`config.mk`:
```
export PLATFORM = sky130hd
export DESIGN_NAME = conv_acc_bias_flat
export DESIGN_NICKNAME = d
export VERILOG_FILES = /design/src/rtl/conv_acc_bias_pkg.sv /design/src/rtl/conv_acc_bias_if.sv /design/src/rtl/conv_acc_bias_acc_mul_reg.sv /design/src/rtl/conv_acc_bias.sv /design/src/flat_wrapper.sv
export SDC_FILE = /design/constraint.sdc
export NUM_CORES = 1
export LEC_CHECK = 0
export ABC_AREA = 1
export CAP_MARGIN = 0
export CORE_MARGIN = 5
export CORE_UTILIZATION = 30
export CTS_BUF_LIST = sky130_fd_sc_hd__clkbuf_2 sky130_fd_sc_hd__clkbuf_4 sky130_fd_sc_hd__clkbuf_8
export CTS_CLUSTER_DIAMETER = 150
export DETAILED_ROUTE_END_ITERATION = 12
export GPL_TIMING_DRIVEN = 0
export HOLD_SLACK_MARGIN = 0.02
export SYNTH_ARGS = -nofsm -noshare
export SYNTH_HDL_FRONTEND = slang
export SYNTH_SLANG_ARGS = --single-unit
```
`constraint.sdc`:
```
create_clock -name clk -period 3.9 [get_ports clk]
set_clock_uncertainty 0.2 [all_clocks]
set_input_delay 0.78 -clock clk [delete_from_list [all_inputs] [get_ports clk]]
set_output_delay 0.78 -clock clk [all_outputs]
set_load 0.1 [all_outputs]
```
`src/rtl/conv_acc_bias_pkg.sv`:
```
// Shared definitions for the conv MAC stage and the downstream bound/clamp stage:
// default widths, FSM state encoding and the saturating add used under ACC_BIAS_SAT_EN.
package conv_acc_bias_pkg;

  localparam int D_BW_DEF  = 8;
  localparam int W_BW_DEF  = 8;
  localparam int AB_BW_DEF = 21;

  typedef enum logic [1:0] {
    IDLE  = 2'd0,
    ACC   = 2'd1,
    DRAIN = 2'd2
  } cab_state_e;

  // Operands arrive sign-extended from w bits, so the 64-bit sum never overflows.
  function automatic logic signed [63:0] sat_add(input logic signed [63:0] a,
                                                 input logic signed [63:0] b,
                                                 input int w,
                                                 output logic ovf);
    logic signed [63:0] s;
    logic signed [63:0] hi;
    logic signed [63:0] lo;
    s   = a + b;
    hi  = (64'sd1 <<< (w - 1)) - 64'sd1;
    lo  = -hi - 64'sd1;
    ovf = 1'b0;
    if (s > hi) begin
      s   = hi;
      ovf = 1'b1;
    end else if (s < lo) begin
      s   = lo;
      ovf = 1'b1;
    end
    return s;
  endfunction

endpackage

```
`src/rtl/conv_acc_bias_if.sv`:
```
// Beat/result bus between the window feeder and conv_acc_bias.
// o_sat exists only when ACC_BIAS_SAT_EN is defined.
interface conv_acc_bias_if
  import conv_acc_bias_pkg::*;
#(
  parameter int D_BW  = D_BW_DEF,
  parameter int W_BW  = W_BW_DEF,
  parameter int AB_BW = AB_BW_DEF
);
  logic                    i_clear;
  logic                    i_valid;
  logic                    o_ready;
  logic signed [D_BW-1:0]  i_data;
  logic signed [W_BW-1:0]  i_weight;
  logic signed [AB_BW-1:0] i_bias;
  logic signed [AB_BW-1:0] o_acc_bias;
  logic                    o_valid;
`ifdef ACC_BIAS_SAT_EN
  logic                    o_sat;
`endif

  modport master (
    output i_clear, i_valid, i_data, i_weight, i_bias,
    input  o_ready, o_acc_bias, o_valid
`ifdef ACC_BIAS_SAT_EN
    , input o_sat
`endif
  );

  modport slave (
    input  i_clear, i_valid, i_data, i_weight, i_bias,
    output o_ready, o_acc_bias, o_valid
`ifdef ACC_BIAS_SAT_EN
    , output o_sat
`endif
  );

endinterface

```
`src/rtl/conv_acc_bias_acc_mul_reg.sv`:
```
// Registered signed multiply; the full D_BW+W_BW product is sign-extended to AB_BW.
module acc_mul_reg #(
  parameter int D_BW  = 8,
  parameter int W_BW  = 8,
  parameter int AB_BW = 21
) (
  input  logic                    clk,
  input  logic                    rst_n,
  input  logic                    en,
  input  logic                    clr,
  input  logic signed [D_BW-1:0]  a,
  input  logic signed [W_BW-1:0]  b,
  output logic signed [AB_BW-1:0] prod_p1
);
  localparam int P_BW = D_BW + W_BW;

  logic signed [P_BW-1:0] prod_p0;

  assign prod_p0 = P_BW'(a) * P_BW'(b);

  // p0 -> p1: product register
  always_ff @(posedge clk or negedge rst_n) begin
    if (!rst_n) begin
      prod_p1 <= '0;
    end else if (clr) begin
      prod_p1 <= '0;
    end else if (en) begin
      prod_p1 <= AB_BW'(prod_p0);
    end
  end

endmodule

```
`src/rtl/conv_acc_bias.sv`:
```
// Per-output-channel window MAC with per-window bias, feeding the 8-bit bound stage.
// Define ACC_BIAS_SAT_EN for saturating adds and the sticky o_sat flag; default build wraps.
module conv_acc_bias
  import conv_acc_bias_pkg::*;
#(
  parameter int D_BW   = D_BW_DEF,
  parameter int W_BW   = W_BW_DEF,
  parameter int AB_BW  = AB_BW_DEF,
  parameter int K_NUM  = 9,
  parameter int CNT_BW = $clog2(K_NUM)
) (
  input  logic            clk,
  input  logic            rst_n,
  conv_acc_bias_if.slave  bus
);
  cab_state_e              state_q, state_d;
  logic [CNT_BW-1:0]       cnt_q;
  logic                    drain_q;
  logic                    accept;
  logic signed [AB_BW-1:0] prod_p1;
  logic signed [AB_BW-1:0] acc_p2;
  logic signed [AB_BW-1:0] bias_q;
  logic signed [AB_BW-1:0] acc_bias_q;
  logic                    vld_q;
  logic signed [AB_BW-1:0] acc_sum;
  logic signed [AB_BW-1:0] out_sum;

  assign bus.o_ready    = (state_q != DRAIN);
  assign accept         = bus.i_valid & bus.o_ready & ~bus.i_clear;
  assign bus.o_acc_bias = acc_bias_q;
  assign bus.o_valid    = vld_q;

  acc_mul_reg #(.D_BW(D_BW), .W_BW(W_BW), .AB_BW(AB_BW)) u_mul (
    .clk     (clk),
    .rst_n   (rst_n),
    .en      (accept),
    .clr     (bus.i_clear),
    .a       (bus.i_data),
    .b       (bus.i_weight),
    .prod_p1 (prod_p1)
  );

`ifdef ACC_BIAS_SAT_EN
  logic acc_ovf, out_ovf, sat_q, sat_out_q;

  always_comb begin
    acc_ovf = 1'b0;
    out_ovf = 1'b0;
    acc_sum = AB_BW'(sat_add(64'(acc_p2), 64'(prod_p1), AB_BW, acc_ovf));
    out_sum = AB_BW'(sat_add(64'(acc_p2), 64'(bias_q), AB_BW, out_ovf));
  end

  // Sticky per window: cleared on the first beat, published with the result.
  always_ff @(posedge clk or negedge rst_n) begin
    if (!rst_n) begin
      sat_q     <= 1'b0;
      sat_out_q <= 1'b0;
    end else if (bus.i_clear) begin
      sat_q <= 1'b0;
    end else begin
      case (state_q)
        IDLE:    if (accept) sat_q <= 1'b0;
        ACC:     if (accept && acc_ovf) sat_q <= 1'b1;
        DRAIN:   if (!drain_q) sat_q <= sat_q | acc_ovf;
                 else sat_out_q <= sat_q | out_ovf;
        default: sat_q <= 1'b0;
      endcase
    end
  end

  assign bus.o_sat = sat_out_q;
`else
  assign acc_sum = acc_p2 + prod_p1;
  assign out_sum = acc_p2 + bias_q;
`endif

  always_comb begin
    state_d = state_q;
    case (state_q)
      IDLE:    if (accept) state_d = ACC;
      ACC:     if (accept && cnt_q == CNT_BW'(K_NUM - 1)) state_d = DRAIN;
      DRAIN:   if (drain_q) state_d = IDLE;
      default: state_d = IDLE;
    endcase
    if (bus.i_clear) state_d = IDLE;
  end

  always_ff @(posedge clk or negedge rst_n) begin
    if (!rst_n) state_q <= IDLE;
    else        state_q <= state_d;
  end

  // p1 -> p2: accumulate previous product; DRAIN folds in the last product, then the bias
  always_ff @(posedge clk or negedge rst_n) begin
    if (!rst_n) begin
      cnt_q      <= '0;
      drain_q    <= 1'b0;
      acc_p2     <= '0;
      bias_q     <= '0;
      acc_bias_q <= '0;
      vld_q      <= 1'b0;
    end else begin
      vld_q <= 1'b0;
      if (bus.i_clear) begin
        cnt_q   <= '0;
        drain_q <= 1'b0;
        acc_p2  <= '0;
      end else begin
        case (state_q)
          IDLE: if (accept) begin
            cnt_q  <= CNT_BW'(1);
            acc_p2 <= '0;
            bias_q <= bus.i_bias;
          end
          ACC: if (accept) begin
            cnt_q  <= cnt_q + CNT_BW'(1);
            acc_p2 <= acc_sum;
          end
          DRAIN: if (!drain_q) begin
            acc_p2  <= acc_sum;
            drain_q <= 1'b1;
          end else begin
            drain_q    <= 1'b0;
            cnt_q      <= '0;
            acc_bias_q <= out_sum;
            vld_q      <= 1'b1;
          end
          default: cnt_q <= '0;
        endcase
      end
    end
  end

endmodule

```
`src/flat_wrapper.sv`:
```
// flat-port wrapper written by rule: the top's interface ports become plain ports
module conv_acc_bias_flat import conv_acc_bias_pkg::*;
#(
  parameter int D_BW   = D_BW_DEF,
  parameter int W_BW   = W_BW_DEF,
  parameter int AB_BW  = AB_BW_DEF,
  parameter int K_NUM  = 9,
  parameter int CNT_BW = $clog2(K_NUM)
)
  (clk, rst_n, bus_i_clear, bus_i_valid, bus_i_data, bus_i_weight, bus_i_bias, bus_o_ready, bus_o_acc_bias, bus_o_valid);
  conv_acc_bias_if #(.D_BW(D_BW), .W_BW(W_BW), .AB_BW(AB_BW)) bus_i ();
  input  logic clk;
  input  logic rst_n;
  input wire logic [$bits(bus_i.i_clear)-1:0] bus_i_clear;
  input wire logic [$bits(bus_i.i_valid)-1:0] bus_i_valid;
  input wire logic [$bits(bus_i.i_data)-1:0] bus_i_data;
  input wire logic [$bits(bus_i.i_weight)-1:0] bus_i_weight;
  input wire logic [$bits(bus_i.i_bias)-1:0] bus_i_bias;
  output wire logic [$bits(bus_i.o_ready)-1:0] bus_o_ready;
  output wire logic [$bits(bus_i.o_acc_bias)-1:0] bus_o_acc_bias;
  output wire logic [$bits(bus_i.o_valid)-1:0] bus_o_valid;
  assign bus_i.i_clear = bus_i_clear;
  assign bus_i.i_valid = bus_i_valid;
  assign bus_i.i_data = bus_i_data;
  assign bus_i.i_weight = bus_i_weight;
  assign bus_i.i_bias = bus_i_bias;
  assign bus_o_ready = bus_i.o_ready;
  assign bus_o_acc_bias = bus_i.o_acc_bias;
  assign bus_o_valid = bus_i.o_valid;
  conv_acc_bias #(.D_BW(D_BW), .W_BW(W_BW), .AB_BW(AB_BW), .K_NUM(K_NUM), .CNT_BW(CNT_BW)) u_core (.clk(clk), .rst_n(rst_n), .bus(bus_i));
endmodule
```
; ---- Word-level counts from Yosys, hierarchy flattened
; Cells that the tools add are included.
[word_totals]
inputBits = 41
reg_bits = 92
output_inout_bits = 23
elab_cells = 57
[op_classes]
reduce_logical = 10
n_addsub = 3
mul = 1
mux = 23
n_eq_ne = 9
bitwise_logic = 3
[ops]
columns = operator, n
row1 = $mux 21, 6
row2 = $pmux 21 s3, 1
row3 = $add 21x21->21, 2
row4 = $mul 8x8->16, 1
row5 = $mux 4, 4
row6 = $ne 3x2->1 const B, 4
row7 = $pmux 4 s3, 1
row8 = $reduce_and 3->1, 4
row9 = $mux 2, 4
row10 = $mux 1, 6
row11 = $pmux 2 s3, 1
row12 = $add 4x1->4 const B, 1
row13 = $eq 4x4->1 const B, 1
row14 = $reduce_and 4->1, 1
row15 = $reduce_bool 2->1, 2
row16 = $reduce_bool 4->1, 1
row17 = $ne 3x3->1 const B, 1
row18 = $and 1x1->1, 2
row19 = $eq 2x1->1 const B, 1
row20 = $eq 2x2->1 const B, 1
row21 = $logic_not 2->1, 1
row22 = $ne 2x2->1 const B, 1
row23 = $logic_and 1x1->1, 1
row24 = $not 1->1, 1

; ---- Longest topological paths before layout
[depth]
word_depth = 7
depth_mapped = 23
ltp_nobuf = 22

; ---- Cells and area by module
; Synthesis repeated with hierarchy kept, for this count alone.
[unflattened]
hier_cells = 1258
area_unflattened_um2 = 8869.8
[modules_own_cells]
columns = mod, area_per_inst_um2, n_inst, cells_each, seq_area_each_um2
row1 = conv_acc_bias, 5479.0, 1, 805, 1776.7
row2 = acc_mul_reg, 3390.8, 1, 453, 400.4

; ---- Least setup slack after synthesis
; Ideal clock, no wire load.
[synth_path]
path_kind = input -> register
startpoint = in bus_i_data[0]
endpoint = reg u_core.u_mul.prod_p1[10]
n_path_buf = 1
arrival_time_ns = 4.449
cell_stages = 16
setup_slack_ns = -0.872
path_cell_list = clkbuf_1 or2_2 fa_1 fa_1 inv_1 fa_1 inv_1 fa_1 inv_1 ha_1 a21oi_1 nand2_1 a21oi_1 inv_1 o21ai_0 nand2_1
[synth_between]
elab_chain_cells = 3
[synth_lines]
columns = item, line_no
row1 = start: declaration, flat_wrapper.sv:16  ; input wire logic [$bits(bus_i.i_data)-1:0] bus_i_data;
row2 = $mul 8x8->16, conv_acc_bias_acc_mul_reg.sv:19  ; assign prod_p0 = P_BW'(a) * P_BW'(b);
row3 = $mux 21, conv_acc_bias_acc_mul_reg.sv:27  ; end else if (en) begin
row4 = $mux 21, conv_acc_bias_acc_mul_reg.sv:25  ; end else if (clr) begin
row5 = end signal: assignment, conv_acc_bias_acc_mul_reg.sv:28  ; prod_p1 <= AB_BW'(prod_p0);
row6 = end: declaration, conv_acc_bias_acc_mul_reg.sv:13  ; output logic signed [AB_BW-1:0] prod_p1
; No other way between the ends. The select of a mux whose other input is x is not followed.
; A chain may end at the register's enable or synchronous reset.

; ---- Worst setup path in the final report
[layout_path]
startpoint = in bus_i_data[7]
endpoint = reg u_core.u_mul.prod_p1[10]
; Same word-level chain as after synthesis.

==> flow_summary.yaml <==
routing:
  vias: 7659
  final_antenna_net_count: 0
  drc_errors: 0
  wl_per_cell_um: 12.4
  viasPerCell: 4.38
  finalWirelength_mm: 21.7
  drt_iter0_markers: 340
  drt-pass1-iter-count: 5
clock_tree:
  clockBufferDepth: 2
  htree_num_levels: 3
  cts_tree: "done"
  clk_pin_slew_ns: 0.09
  cts_root_buf: "clkbuf_8"
  clock-sinks: 87
  cts_made_buffers: 9
  clock_latency_ns: 0.38
layout:
  diodes: 0
  num-nets-final: 1525
  final_cells: 1747
  multiInputGateArea_um2: 5950
  fill_cells: 3175
  fin_util: 0.366
  layout_common_cells: "423 x nand2_1, 248 x inv_1, 87 x dfrtp_1, 74 x nor2_1, 64 x ha_1"
  area_growth_pct: 20.6
  drive_gt1_frac: 0.132
  layout_commonest_cell: "nand2_1"
  regArea_um2: 2180
logic_synthesis:
  ys.warnings.count: 0
  synth_top_area_frac: 0.242
  synth_area_leaders: "dfrtp_1 24%, nand2_1 19%, fa_1 13%, inv_1 11%, ha_1 10%"
  ys_types: 40
  synth-edff-count: 0
  synth.avg_cell_area_um2: 7.05
  seq_area_frac_synth: 0.242
  synth_nets: 1448
  ys.flop_type: "dfrtp_1"
  ys_seq_elements: 87
  syn-instance-count: 1275
  async_reset_ff_frac: 1.00
  syn_area_um2: 8980
  synth_top_cell_by_area: "dfrtp_1"
power:
  leakagePower_nw: 6.08
  powerDensity_nw_per_um2: 686
  finalPower_w: 0.00743
  vdd_ir_drop_max_mv: 0.215
setup_path:
  reg2reg_depth: 10
  required_ns: 4.03
  crit_type: "input pin to flip-flop"
  crit_path_end_kind: "flip-flop"
  cp_max_fo: 8
  critPathArrivalTime_ns: 4.21
  cp-start-kind: "input pin"
floorplan:
  start_util: 0.303
  die_area_um2: 33500
  io_pins: 64
  die_y_um: 183
  dieWidth_um: 183
  row_count: 63
  coreArea_um2: 29600
timing:
  max_freq_mhz: 245
  setup_slack_ns: -0.183
  setup_violations: 8
  slew_viol_final: 0
  fin_setup_tns_ns: -1.09
  hold_viol_final: 0
  rsz0062_at_grt: "yes"
  fin_crit_sh: 1.05
  min_period_ns: 4.08
  tightest_slew_ns: 0.986
  slew_headroom: 0.341
global_route:
  antenna_found_initial: 0
  grtUsageTotal: 0.132
  grt_overflow: 0
  grt_start_max_net_pins: 52
  grt_pass1_vias: 7692
  grt_pass1_wl_mm: 36.6
place:
  numPortBuffers: 48
  hpwl_mm: 17.8
  dp.cells: 1714
  gp_congestion: 0.906
outcome:
  status: "complete, but fails checks"
  violations: "negative setup slack"
run:
  cap_viol_max_count: 0
min_path:
  hold_path.class: "input pin to async pin"
path summary, 6_finish.rpt:
| check | from | slack (ns) | end |
|---|---|---|---|
| max | bus_i_data[7] | -0.18 | u_core.u_mul.prod_p1[10]$_DFFE_PN0P_ |
| min | rst_n | 0.17 | u_core.bus.o_acc_bias[3]$_DFFE_PN0P_ |
| max reg2reg | u_core.acc_p2[0]$_DFFE_PN0P_ | 1.38 | u_core.acc_p2[16]$_DFFE_PN0P_ |
| min reg2reg | u_core.bus.o_acc_bias[5]$_DFFE_PN0P_ | 0.28 | u_core.bus.o_acc_bias[5]$_DFFE_PN0P_ |
| max in group asynchronous | rst_n | 2.71 | u_core.u_mul.prod_p1[11]$_DFFE_PN0P_ |
| min in group clk | u_core.bus.o_acc_bias[5]$_DFFE_PN0P_ | 0.28 | u_core.bus.o_acc_bias[5]$_DFFE_PN0P_ |
Yosys cell counts (2+ instances only):
master / instances
a22o_1: 5
nand4_1: 7
nand3_2: 10
a21o_1: 3
mux2_4: 18
mux2_2: 2
clkbuf_1: 17
xnor2_1: 10
o21ai_1: 7
nor2_1: 82
buf_6: 3
fa_1: 57
nand2_4: 3
ha_1: 75
dfrtp_1: 87
xor2_1: 4
buf_2: 4
nand3_1: 52
nor3_1: 9
inv_1: 272
inv_2: 3
a21oi_1: 38
o21ai_0: 30
nand2_1: 446
o21bai_1: 4
nand3b_1: 13
worst max-delay path, cell delays in order:
cell       delay, ns
clkbuf_16       0.14
nand2_4         0.07
inv_4           0.04
fa_1            0.49
inv_1           0.06
fa_1            0.48
inv_1           0.05
fa_1            0.52
inv_1           0.04
fa_1            0.49
inv_2           0.05
ha_4            0.24
a21oi_4         0.18
nand2_2         0.10
a21oi_2         0.13
inv_1           0.06
a21oi_1         0.12
o21ai_1         0.08
nand2_1         0.06
sequential cells by signal (all words and copies together), names as in the netlist:
register	count
u_core.bus.o_acc_bias	21
u_core.drain_q	1
u_core.acc_p2	21
u_core.u_mul.prod_p1	16
u_core.cnt_q	4
u_core.state_q	2
u_core.bias_q	21
u_core.bus.o_valid	1
cells by family after synthesis:
logic type / share of synthesized area
xor+xnor: 0.0136
fa+ha+maj: 0.231
mux: 0.0326
simple gates: 0.292
buf+inv: 0.130
compound gates: 0.0572
flops: 0.242
what timing repair did:
action                                  4_1_cts  5_1_grt
hold endpoints to repair                      0        0
resized for setup                            41       39
setup buffers                                12        5
hold buffers                                  0        0
pin swaps                                    34       29
endpoints found under the setup margin        9        9
cell type report:
class                   count  area share
multi-input cells         886       0.549
flip-flops and latches     87       0.201
inverters                 277      0.0974
repair buffers             66      0.0589
well taps                 390      0.0450
plain buffers              25      0.0275
clock buffers               9      0.0114
clock inverters             7     0.00959
where the power goes:
| part | switching [W] | internal (W) | total [W] |
|---|---|---|---|
| clock network | 0.000368 | 0.000368 | 0.000737 |
| logic | 0.00322 | 0.00196 | 0.00518 |
| registers | 0.000278 | 0.00124 | 0.00151 |
per-layer routing:
metal,GRT usage,vias up,part of all wire
li1,-,4014,-
met1,0.173,3490,0.47
met2,0.228,126,0.47
met3,0.0141,29,0.032
met4,0.0417,0,0.020
met5,0,-,0
per-stage QoR:
step | hold slack, ns | worst slack [ns] | instance area, um^2
floorplan | 0.253 | -0.436 | 9280
global placement | 0.267 | -1.39 | 10200
detailed placement | 0.266 | -1.25 | 10300
CTS | 0.159 | -0.204 | 10700
global route | 0.196 | -0.338 | 10800
finish | 0.165 | -0.183 | 10800
(Power assumes the default switching activity.)
